### src/rtl/store_lane_formatter.sv
// Store lane formatter: aligns store data to byte lanes, generates byte enables,
// and issues one or two word-aligned write beats over a req/ack memory port.
module store_lane_formatter #(
  parameter int ADDR_W      = 32,
  parameter bit ALLOW_SPLIT = 1'b1
) (
  input  logic              clk,
  input  logic              rst_n,
  input  logic              st_valid,
  output logic              st_ready,
  input  logic [ADDR_W-1:0] st_addr,
  input  logic [31:0]       st_data,
  input  logic [2:0]        st_funct,
  output logic              mem_req,
  input  logic              mem_ack,
  output logic [ADDR_W-3:0] mem_addr,
  output logic [31:0]       mem_wdata,
  output logic [3:0]        mem_we,
  output logic              err
);

  typedef enum logic [1:0] {
    IDLE  = 2'd0,
    BEAT0 = 2'd1,
    BEAT1 = 2'd2
  } state_t;

  state_t state_reg, state_next;

  logic [1:0]        off;
  logic [3:0]        base_mask;
  logic              funct_ok;
  logic [7:0]        m8;
  logic [31:0]       masked;
  logic [63:0]       d64;
  logic              split;
  logic              accept;
  logic              launch;
  logic              reject;
  logic [ADDR_W-3:0] word_addr;

  logic [ADDR_W-3:0] beat0_addr_reg, beat1_addr_reg;
  logic [31:0]       beat0_wdata_reg, beat1_wdata_reg;
  logic [3:0]        beat0_we_reg, beat1_we_reg;
  logic              split_reg;
  logic              err_reg;

  assign st_ready  = rst_n && (state_reg == IDLE);
  assign accept    = st_valid && st_ready;
  assign off       = st_addr[1:0];
  assign word_addr = st_addr[ADDR_W-1:2];

  always_comb begin
    base_mask = 4'b0000;
    funct_ok  = 1'b0;
    case (st_funct)
      3'b000:  begin base_mask = 4'b0001; funct_ok = 1'b1; end
      3'b001:  begin base_mask = 4'b0011; funct_ok = 1'b1; end
      3'b010:  begin base_mask = 4'b1111; funct_ok = 1'b1; end
      default: begin base_mask = 4'b0000; funct_ok = 1'b0; end
    endcase
  end

  // Bytes outside the access size are cleared before shifting so that
  // disabled lanes of the write data are always zero.
  genvar gi;
  generate
    for (gi = 0; gi < 4; gi++) begin : g_lane_mask
      assign masked[gi*8 +: 8] = base_mask[gi] ? st_data[gi*8 +: 8] : 8'h00;
    end
  endgenerate

  assign m8     = {4'b0000, base_mask} << off;
  assign d64    = {32'h0000_0000, masked} << {off, 3'b000};
  assign split  = |m8[7:4];
  assign launch = accept && funct_ok && (!split || ALLOW_SPLIT);
  assign reject = accept && (!funct_ok || (split && !ALLOW_SPLIT));

  always_ff @(posedge clk) begin
    if (!rst_n) begin
      state_reg <= IDLE;
    end else begin
      state_reg <= state_next;
    end
  end

  always_ff @(posedge clk) begin
    if (!rst_n) begin
      beat0_addr_reg  <= '0;
      beat1_addr_reg  <= '0;
      beat0_wdata_reg <= '0;
      beat1_wdata_reg <= '0;
      beat0_we_reg    <= '0;
      beat1_we_reg    <= '0;
      split_reg       <= 1'b0;
      err_reg         <= 1'b0;
    end else begin
      err_reg <= reject;
      if (launch) begin
        beat0_addr_reg  <= word_addr;
        beat1_addr_reg  <= word_addr + {{(ADDR_W-3){1'b0}}, 1'b1};
        beat0_wdata_reg <= d64[31:0];
        beat1_wdata_reg <= d64[63:32];
        beat0_we_reg    <= m8[3:0];
        beat1_we_reg    <= m8[7:4];
        split_reg       <= split;
      end
    end
  end

  always_comb begin
    state_next = state_reg;
    mem_req    = 1'b0;
    mem_addr   = '0;
    mem_wdata  = '0;
    mem_we     = '0;
    case (state_reg)
      IDLE: begin
        if (launch) state_next = BEAT0;
      end
      BEAT0: begin
        mem_req   = 1'b1;
        mem_addr  = beat0_addr_reg;
        mem_wdata = beat0_wdata_reg;
        mem_we    = beat0_we_reg;
        if (mem_ack) state_next = split_reg ? BEAT1 : IDLE;
      end
      BEAT1: begin
        mem_req   = 1'b1;
        mem_addr  = beat1_addr_reg;
        mem_wdata = beat1_wdata_reg;
        mem_we    = beat1_we_reg;
        if (mem_ack) state_next = IDLE;
      end
      default: state_next = IDLE;
    endcase
  end

  assign err = err_reg;

endmodule

### config.mk
export PLATFORM = sky130hd
export DESIGN_NAME = store_lane_formatter
export DESIGN_NICKNAME = d
export VERILOG_FILES = /design/src/rtl/store_lane_formatter.sv
export SDC_FILE = /design/constraint.sdc
export NUM_CORES = 1
export LEC_CHECK = 0
export BUFFER_PORTS_ARGS = -buffer_cell sky130_fd_sc_hd__buf_2
export CAP_MARGIN = 15
export CORE_MARGIN = 3
export CORE_UTILIZATION = 40
export DETAILED_ROUTE_END_ITERATION = 8
export PLACE_DENSITY = 0.69
export SYNTH_ARGS = -nofsm -noshare
export SYNTH_HDL_FRONTEND = slang
export SYNTH_SLANG_ARGS = --single-unit
### constraint.sdc
create_clock -name clk -period 1.8 [get_ports clk]
set_clock_uncertainty 0.05 [all_clocks]
set_input_delay 0.09 -clock clk [delete_from_list [all_inputs] [get_ports clk]]
set_output_delay 0.09 -clock clk [all_outputs]
set_load 0.005 [all_outputs]
==> results.md <==
- Max cap viols: 0
- CP delay by family, top: buffers and inverters
- CTS tree: done
- Reg-to-reg slack, setup: 120 ps
- Gr usage total: 24.1%
- Worst skew pair latency: 420 ps
- Fin. max-slew vios: 0
- Layout cell share with drive strength beyond 1: 29.8%
- Hpwl dp: 15700 µm
- Placed cell count: 1211
- Crit path buffers/inverters: 3
- Die Area: 18300 µm²
- Max reg flops: 32
- Number of synthesized flops with an enable pin: 0
- Slew margin rel.: 66.0%
- Final Hold Fails: 0
- Detail Route Antenna Nets: 0
- Final Net Count: 1130
- CTS Buf Count: 17
- Tcrit/Tclk final: 102%
- Sequential element share of the synthesized area: 38.1%
- Rows: 46
- Critical Path Fanout Max: 13
- Syn Inst Count: 854
- Vias in the first global route: 6800
- Min Hold Slack: 9.77 ps
- Worst-path cell chain: inv_4 > ha_4 > buf_12 > a22oi_1 > nor2b_1 > buf_2
- WP data required: 1660 ps
- Least-Margin Pin Slew: 509 ps
- Worst setup EP type: output pin
- Longest Clk Path Bufs: 2
- Vias per inst: 5.72
- # clock sinks: 127
- WL per Instance: 17.4 µm
- Core Area: 16100 µm²
- Die X: 135 µm
- LEAKAGE: 3.50 nW
- FMAX: 544 MHz
- Die height: 135 µm
- RSZ-0062 raised after global routing: yes
- Vias post-DR: 7332
- Initial antenna violation count: 0
- Setup_tns: -188 ps
- GPL Wtd Cong: 0.939
- Initial Util: 41.4%
- Status: finished, violations left
- Synth warn: 0
- # IOs: 140
- VDD IR-drop max: 0.000672 V
- Hold Path Class: in2reg
- WP data arrival: 1700 ps
- Async set-reset flop share out of synthesis: 0%
- Final setup vio count: 13
- Syn_nets: 930
- Number of synthesized register bits: 127
- Yosys cell types: 51
- Worst Setup SP: state_reg[1]
- Mean Syn Cell Area: 7.82 µm²
- Pin count of the biggest net entering global routing: 60
- WP depth: 6
- Failing checks: negative setup slack
- FF-to-FF End: beat1_addr_reg[3]
- Clock root cell: clkbuf_16
- Post-synth top flop: dfxtp_1
- Final Non-Filler Cells: 1281
- Post-synthesis cell area: 6680 µm²
- First-pass GRT wire length: 35300 µm
- Power density cells: 809 nW/µm²
- DRC Markers: 0
- N_diodes: 0
- Final setup margin: -37.0 ps
- CTS H-tree depth: 4
- Worst Reg-to-Reg Cells: 8
- Pre-CTS setup slack: -256 ps
- Startpoint Class: flop
- Pre-Repair DR Iteration Count: 5
- Crit path kind: reg2out
- # port buffers: 139
- Area delta synth->final: 40.7%
- Crit Reg-Reg Startpoint: state_reg[0]
- GRT overflow: 0
- Slowest stage delay, CP: 360 ps
- DRT iter0 DRCs: 667
- Critical path capture point: mem_wdata[20]
- Total Wirelength: 22300 µm
- Critical path's slowest cell: dfxtp_4
- Crit path time final: 1840 ps
- Clk slew on worst S/H paths: 50 ps
==> routing by layer <==
layer  wire length [µm]  share of wire [%]  global-route usage, %  up-vias
li1                   -                  -                      -     3520
met1              10100                 45                   33.1     3458
met2              10300                 46                   37.7      302
met3               1410                6.3                   4.72       52
met4                600                2.7                   8.57        0
met5                  0                  0                      0        -
==> layout make-up <==
type	count	area, µm²
inverters	9	38.8
clock inverters	7	62.6
clock buffers	23	478
multi-input cells	636	4080
flip-flops and latches	127	2550
repair buffers	263	1920
fillers	1452	6720
well taps	216	270
==> cell usage in the layout (no fill, tap or decap), types with 3 or more instances in the layout <==
cell type	count
buf_2	139
dfxtp_1	125
a21oi_1	88
nand2_1	82
buf_4	68
a22oi_1	61
o21ai_0	57
nor2_1	54
nor2b_1	48
dlygate4sd3_1	37
nand3_1	22
a22oi_2	21
a211oi_1	20
nor3_1	19
clkbuf_16	18
a32oi_1	16
mux2i_1	15
buf_12	12
a31oi_1	11
nor2b_4	11
nand4_1	10
and2_1	10
or4_1	8
o2bb2ai_1	8
nor2b_2	7
xor2_1	7
o31ai_1	6
inv_1	5
clkinv_2	5
and3_1	4
nor4_1	4
xnor2_1	4
ha_4	4
buf_6	4
o211ai_1	3
or3_1	3
clkbuf_8	3
clkbuf_1	3
==> how the worst min path moves through the flow <==
stage / from / endpoint / slack [ps] / cells past startpoint
after floorplan: st_addr[2] / beat0_addr_reg[0] / 180 / 2
after global placement: st_data[24] / beat1_wdata_reg[16] / 320 / 3
after detailed placement: st_addr[20] / beat0_addr_reg[18] / 330 / 3
after CTS: st_addr[13] / beat0_addr_reg[11] / 0.7 / 4
after global routing: st_addr[13] / beat0_addr_reg[11] / 30 / 4
final: st_addr[10] / beat0_addr_reg[8] / 10 / 4
==> worst min-delay path, stage by stage <==
cell	delay [ps]
buf_2	110
buf_4	140
nand2_1	50
a21oi_1	50
==> through the flow <==
stage	util (%)	power, mW	area (µm²)
after floorplan	-	3.66	6700
after detailed placement	50.1	4.18	8080
after global placement	50.1	4.17	8080
after global routing	58.3	7.86	9390
after CTS	56.8	7.50	9150
final	58.3	7.59	9390
==> power breakdown <==
group	switching, mW	total, mW	internal, mW
Clock	1.22	3.19	1.98
Sequential	0.0640	2.99	2.92
Combinational	0.761	1.42	0.657
Total	2.04	7.59	5.55
==> cells by family after synthesis <==
| family | Yosys count | synth area share, % |
|---|---|---|
| xor+xnor | 11 | 1.44 |
| buf+inv | 91 | 5.15 |
| simple gates | 304 | 23.3 |
| mux | 16 | 2.42 |
| compound gates | 300 | 28.7 |
| fa+ha+maj | 5 | 0.937 |
| flops | 127 | 38.1 |
==> synth_stat cells (all sizes together), types with 4 or more instances <==
cell type / count / area (µm²)
xor2: 7 / 61.3
o31ai: 6 / 45.0
a211oi: 21 / 158
xnor2: 4 / 35.0
inv: 8 / 30.0
clkbuf: 73 / 274
and3: 7 / 45.1
a21oi: 88 / 440
nand3: 23 / 115
nor2b: 66 / 413
mux2i: 15 / 150
a22oi: 82 / 616
nand2: 83 / 312
o2bb2ai: 8 / 70.1
a31oi: 11 / 68.8
nor3: 19 / 95.1
a32oi: 16 / 140
buf: 9 / 36.3
and2: 11 / 68.8
nor2: 55 / 206
nor4: 5 / 37.5
nand4: 12 / 87.6
dfxtp: 127 / 2540
o21ai: 57 / 285
ha: 5 / 62.6
or4: 8 / 60.1
==> what timing repair did <==
item,CTS,global route
hold buffers,37,0
cloned,0,1
resized for setup,36,47
endpoints found under the hold margin,63,0
setup buffers,2,0
endpoints found under the setup margin,71,146
pin swaps,3,13
(Power assumes the default switching activity.)
